--- src/rtl/rsa_job_arbiter.sv ---
// Two-requester round-robin front end for a single rsa_unit: accepts a job,
// clears and runs the unit, waits for eoc or a timeout, then returns the result.
module rsa_job_arbiter #(
    parameter int WIDTH   = 8,
    parameter int TIMEOUT = 1024
) (
    input  logic               clk,
    input  logic               rst,
    input  logic [1:0]         req_valid,
    output logic [1:0]         req_ready,
    input  logic [2*WIDTH-1:0] req_p,
    input  logic [2*WIDTH-1:0] req_e,
    input  logic [2*WIDTH-1:0] req_m,
    input  logic [2*WIDTH-1:0] req_const,
    output logic               resp_valid,
    input  logic               resp_ready,
    output logic               resp_id,
    output logic [WIDTH-1:0]   resp_data,
    output logic               resp_err,
    output logic               busy,
    output logic               rsa_en,
    output logic               rsa_rstb,
    output logic [WIDTH-1:0]   rsa_p,
    output logic [WIDTH-1:0]   rsa_e,
    output logic [WIDTH-1:0]   rsa_m,
    output logic [WIDTH-1:0]   rsa_const,
    input  logic [WIDTH-1:0]   rsa_c,
    input  logic               rsa_eoc
);

    localparam int CNT_W = $clog2(TIMEOUT);
    localparam logic [CNT_W-1:0] CNT_LAST = CNT_W'(TIMEOUT - 1);

    typedef enum logic [1:0] {IDLE, CLEAR, RUN, DONE} state_t;

    state_t           state;
    state_t           state_next;
    logic [CNT_W-1:0] cnt;
    logic             last_grant;
    logic             owner;
    logic             grant;
    logic             accept;
    logic             run_end;

    assign accept  = |(req_valid & req_ready);
    assign run_end = rsa_eoc || (cnt == CNT_LAST);

    always_ff @(posedge clk) begin
        if (rst) begin
            state      <= IDLE;
            cnt        <= '0;
            last_grant <= 1'b1;
            owner      <= 1'b0;
            resp_valid <= 1'b0;
            resp_id    <= 1'b0;
            resp_data  <= '0;
            resp_err   <= 1'b0;
            busy       <= 1'b0;
            rsa_en     <= 1'b0;
            rsa_rstb   <= 1'b0;
            rsa_p      <= '0;
            rsa_e      <= '0;
            rsa_m      <= '0;
            rsa_const  <= '0;
        end else begin
            state <= state_next;
            // Control outputs are registered copies of the upcoming state
            busy       <= (state_next != IDLE);
            rsa_en     <= (state_next == RUN);
            rsa_rstb   <= (state_next != CLEAR);
            resp_valid <= (state_next == DONE);
            case (state)
                IDLE: begin
                    if (accept) begin
                        owner      <= grant;
                        last_grant <= grant;
                        rsa_p      <= grant ? req_p[WIDTH +: WIDTH]     : req_p[0 +: WIDTH];
                        rsa_e      <= grant ? req_e[WIDTH +: WIDTH]     : req_e[0 +: WIDTH];
                        rsa_m      <= grant ? req_m[WIDTH +: WIDTH]     : req_m[0 +: WIDTH];
                        rsa_const  <= grant ? req_const[WIDTH +: WIDTH] : req_const[0 +: WIDTH];
                    end
                end
                CLEAR: cnt <= '0;
                RUN: begin
                    cnt <= cnt + 1'b1;
                    // eoc has priority over a timeout landing on the same cycle
                    if (rsa_eoc) begin
                        resp_data <= rsa_c;
                        resp_err  <= 1'b0;
                        resp_id   <= owner;
                    end else if (cnt == CNT_LAST) begin
                        resp_data <= '0;
                        resp_err  <= 1'b1;
                        resp_id   <= owner;
                    end
                end
                default: ;
            endcase
        end
    end

    always_comb begin
        state_next = state;
        case (state)
            IDLE:    if (accept) state_next = CLEAR;
            CLEAR:   state_next = RUN;
            RUN:     if (run_end) state_next = DONE;
            DONE:    if (resp_ready) state_next = IDLE;
            default: state_next = IDLE;
        endcase
    end

    always_comb begin
        grant     = (req_valid == 2'b11) ? ~last_grant : req_valid[1];
        req_ready = 2'b00;
        if (state == IDLE && !rst && req_valid != 2'b00)
            req_ready = grant ? 2'b10 : 2'b01;
    end

endmodule

--- config.mk ---
export PLATFORM = sky130hd
export DESIGN_NAME = rsa_job_arbiter
export DESIGN_NICKNAME = d
export VERILOG_FILES = /design/src/rtl/rsa_job_arbiter.sv
export SDC_FILE = /design/constraint.sdc
export NUM_CORES = 1
export LEC_CHECK = 0
export BUFFER_PORTS_ARGS = -buffer_cell sky130_fd_sc_hd__buf_4
export CAP_MARGIN = 20
export CORE_MARGIN = 3
export CORE_UTILIZATION = 48
export DETAILED_ROUTE_END_ITERATION = 10
export PLACE_DENSITY = 0.85
export SKIP_LAST_GASP = 1
export SYNTH_ARGS = -nofsm -noshare
export SYNTH_HDL_FRONTEND = slang
export SYNTH_SLANG_ARGS = --single-unit
--- constraint.sdc ---
create_clock -name clk -period 2.8 [get_ports clk]
set_input_delay 0.7 -clock clk [delete_from_list [all_inputs] [get_ports clk]]
set_output_delay 0.7 -clock clk [all_outputs]
set_load 0.01 [all_outputs]
; Yosys cells after proc, flatten, opt, wreduce, memory -nomap -nowiden
; Cells that the tools add are included.
[word_totals]
out_inout_bits = 48
ff_bits = 60
[classes]
muxes = 18
bitwise = 2
n_reduce_logical = 12
n_eq_ne = 8
n_addsub = 1
[ops]
columns = cell, count
row1 = $mux W8, 6
row2 = $pmux W10 S2, 1
row3 = $add A10 B1 Y10 const B, 1
row4 = $eq A10 B10 Y1 const B, 1
row5 = $eq A2 B2 Y1 const B, 5
row6 = $mux W2, 5
row7 = $pmux W2 S4, 1
row8 = $reduce_bool A2 Y1, 4
row9 = $mux W1, 5
row10 = $reduce_and A2 Y1, 2
row11 = $and A2 B2 Y2, 1
row12 = $eq A2 B1 Y1 const B, 1
row13 = $logic_and A1 B1 Y1, 2
row14 = $logic_not A2 Y1, 1
row15 = $ne A2 B1 Y1 const B, 1
row16 = $reduce_or A2 Y1, 1
row17 = $logic_not A1 Y1, 1
row18 = $logic_or A1 B1 Y1, 1
row19 = $not A1 Y1, 1

; Logic depth before layout (Yosys ltp)
[logic_depth]
word_depth = 9
mapped_depth = 8
ltp_nobuf = 6

; Least setup slack after synthesis
; Ideal clock, no wire load.
[synth_timing]
kind = input to output
start = input port rst
end = output port req_ready[0]
required_ns = 2.100
path_slack_ns = 0.824
stages = 3
arrival_ns = 1.276
path_buffers = 1
path_cell_list = nand3b_1 a21oi_2 buf_2
[synth_between]
elab_chain_len = 4
[synth_rtl]
columns = item, line_no
row1 = from (decl), 8  ; input logic rst,
row2 = $logic_not A1 Y1, 116  ; if (state == IDLE && !rst && req_valid != 2'b00)
row3 = $logic_and A1 B1 Y1 (2 in a row), 116
row4 = $mux W2, 116
row5 = to (decl), 10  ; output logic [1:0] req_ready,
; Every way passes these cells.

; Worst setup path in the final report
[layout_timing]
start = register state[1]
end = output port req_ready[1]
[layout_between]
elab_chain_len = 4
[layout_rtl]
columns = item, line_no
row1 = from (decl), 36  ; state_t state;
row2 = from (signal assigned), 66  ; state <= state_next;
row3 = $logic_not A2 Y1, 116
row4 = $logic_and A1 B1 Y1 (2 in a row), 116
row5 = $mux W2, 116
; Every way passes these cells.

==> results.yml <==
sta:
  drv_slew: 0
  slew_headroom_pct: 52.31
  skew_ns: 0.002875
  fin_crit_ns: 2.309
  period_share_pct: 82.45
  finalHoldViolCount: 0
  finalSetupViolations: 0
  tightest_slew_ns: 0.7106
  finalSetupTns_ns: 0
  rsz0062_at_grt: "false"
  clock.fmax_mhz: 433.2
setup_path:
  crit_buf_inv: 2
  cp_max_fo: 5
  worstSetupEndpointType: "primary output"
  slowest_delay_ns: 0.41
  required_ns: 2.10
  slowest_stage: "dfxtp_1"
  r2r_slack_ns: 0.89
  crit_chain: "inv_1, ha_1, nor2b_1, and3_1, buf_4"
  arrival_ns: 1.61
  crit_end: "req_ready[1]"
  path_delay_family: "flip-flops"
  crit_path_start_kind: "register"
  reg2reg_from: "state[1]$_SDFF_PP0_"
  cp_num_cells: 5
  r2r_end: "rsa_const[1]$_SDFFE_PP0P_"
  critical_path_class: "register to primary output"
  crit_path_start: "state[1]$_SDFF_PP0_"
  reg2reg_depth: 7
logic_synthesis:
  synthTopCellsByCount: "60 x dfxtp_1, 55 x nor2_1, 32 x a222oi_1"
  syn_area_um2: 2380
  ys_types: 38
  synth_edf_count: 0
  synth_top_area_share_pct: 50.47
  muxShareOfSynthArea_pct: 0.8412
  async_flop_share_pct: 0
  synthesis.instances: 238
  synth_top_family_by_area: "compound AO/OA/AOI/OAI gates"
  ys_seq_area_share_pct: 50.47
  ys_ff_latch: 60
  synth_most_common_cell: "dfxtp_1"
  synth_largest_area_cell: "dfxtp_1"
  yosys.area_share.simple_pct: 15.30
  synth-xor-area-share_pct: 2.944
  syn-mean-instance-area_um2: 9.999
  yosys-top-cells-area: "dfxtp_1 50%, a222oi_1 13%, nor2_1 8.7%, ha_1 3.2%, a22oi_1 2.5%"
  synth_compound_area_share_pct: 21.71
  ys.flop_type: "dfxtp_1"
  synth-adder-area-share_pct: 3.155
  synth_nets: 322
  ys.warnings.count: 0
pwr:
  cellPowerDensity_nw_per_um2: 693.4
  finalPower_mw: 2.445
  total_leakage_power_nw: 1.613
  vdd.ir_drop.worst_uv: 417.2
outcome:
  status: "complete, no violations"
clock_tree:
  root_buffer: "clkbuf_8"
  clock_latency_ns: 0.33
  post-cts-setup-buffers: 0
  cts_made_buffers: 9
  ctsHoldBuffers: 0
  cts_tree: "built"
  cts_resized: 0
  path_clk_slew_ns: 0.06
  htreeDepth: 3
  clock_sinks: 60
  clockBufferDepth: 2
drt:
  drc: 0
  ant_nets: 0
  firstDrtPassIters: 9
  dr.first_iter.drc_count: 289
  wl_per_cell_um: 16.20
  routed_wl_um: 6998
  via_per_inst: 5.590
  vias: 2415
layout:
  fillCellCount: 349
  drive_gt1_share_pct: 40.87
  syn2layout_area_growth_pct: 48.16
  n_antenna_cell: 0
  fin_cells: 432
  layout.nets: 447
placement:
  routabilityCongestion: 0.7562
  numPortBuffers: 125
  hpwl_um: 4975
  place_inst: 417
floorplanning:
  rows: 24
  initial_core_util_pct: 52.14
  die_y_um: 76.41
  dieArea_um2: 5838
  fp.dieW_um: 76.41
  core_area_um2: 4564
  io-pin-count: 126
global_route:
  grt_pass1_wl_um: 11090
  grt_use_total_pct: 23.79
  antenna_found_initial: 0
  grt_max_degree: 34
  grt-ovfl-total: 0
  grt_pass1_vias: 2311
run:
  cap_viol_max_count: 0
hold_path:
  hp-class: "register to register"
[kinds of logic after synthesis]
kind of cell               count (synthesis)
and+or+nand+nor                           81
adders and majority gates                  6
AOI/OAI and AO/OA                         57
buffers and inverters                     24
xor gates and xnor gates                   8
muxes                                      2
DFF                                       60
[layout by cell type (no fill, tap or decap)]
cell      netlist  layout
mux2i_1         2       2
nor4_2          1       1
inv_1           7       7
nor2_1         55      55
a22oi_1         8       8
buf_4           1     131
o21ai_0         2       1
o21ba_2         1       1
nand4_1         1       1
a211o_1         1       1
a222oi_1       32      32
a31oi_4         1       1
xor2_1          5       5
a311oi_1        1       1
nand2b_1        1       1
dfxtp_1        60      60
xnor2_1         3       3
a211oi_2        1       1
clkinv_2        0       1
a21oi_2         1       1
or3_1           1       1
and2_1          2       2
and4_1          2       2
nand3_1         2       2
o21ai_1         3       4
nand3b_1        1       1
nand2_1         6       6
clkbuf_1        5       1
a31oi_1         2       2
nor3_1          3       3
a21oi_1         2       2
and3_1          3       3
ha_1            6       6
o311a_1         1       1
a31o_1          1       1
clkbuf_8        0      13
nor4bb_1        1       1
nor2b_1         2       2
[stage by stage]
step | instance area, um2 | util [%] | worst slack (ns) | hold slack (ns)
finish | 3526 | 77.25 | 0.4913 | 0.4970
global route | 3526 | 77.25 | 0.4219 | 0.5187
CTS | 3526 | 77.25 | 0.4830 | 0.5015
detailed placement | 3338 | 73.14 | 0.7216 | 0.4632
global placement | 3338 | 73.14 | 0.7308 | 0.4566
floorplan | 2380 | - | 0.8241 | 0.4481
[area by class of cell]
type                    count  area [um2]  area share, %
clock buffers              14       182.7          5.181
clock inverters             1       5.005         0.1419
inverters                   7       26.28         0.7452
multi-input cells         154        1046          29.67
flip-flops and latches     60        1201          34.07
well taps                  65       81.33          2.307
repair buffers            131       983.4          27.89
[registers in the layout, summed over array words and instances, names as in the netlist, 2 cells and up]
signal,count
cnt,10
rsa_m,8
rsa_p,8
rsa_const,8
state,2
rsa_e,8
resp_data,8
[routing by layer]
metal  vias to the layer above  share of wire [%]  GRT usage (%)
met4                         0                1.6          11.78
met2                       133                 49          40.16
met5                         -                  0              0
met3                        10                8.4          4.965
met1                      1122                 41          28.60
li1                       1150                  -              -
[worst min-delay path, stage by stage, from the launching register on]
cell      delay, ns
dfxtp_1        0.32
a222oi_1       0.06
nor2_1         0.08
[power by group]
part | internal (mW) | switching, mW | total [mW]
logic | 0.352 | 0.354 | 0.706
registers | 0.960 | 0.0575 | 1.02
clock network | 0.412 | 0.309 | 0.721
[how the worst min path moves through the flow]
stage | slack (ns) | startpoint | depth (start not counted) | to
floorplan | 0.45 | owner$_SDFFE_PP0P_ | 1 | owner$_SDFFE_PP0P_
global placement | 0.46 | owner$_SDFFE_PP0P_ | 1 | owner$_SDFFE_PP0P_
detailed placement | 0.46 | owner$_SDFFE_PP0P_ | 1 | owner$_SDFFE_PP0P_
CTS | 0.50 | rsa_m[3]$_SDFFE_PP0P_ | 2 | rsa_m[3]$_SDFFE_PP0P_
global route | 0.52 | rsa_m[3]$_SDFFE_PP0P_ | 2 | rsa_m[3]$_SDFFE_PP0P_
finish | 0.50 | rsa_m[3]$_SDFFE_PP0P_ | 2 | rsa_m[3]$_SDFFE_PP0P_
(Power assumes the default switching activity.)
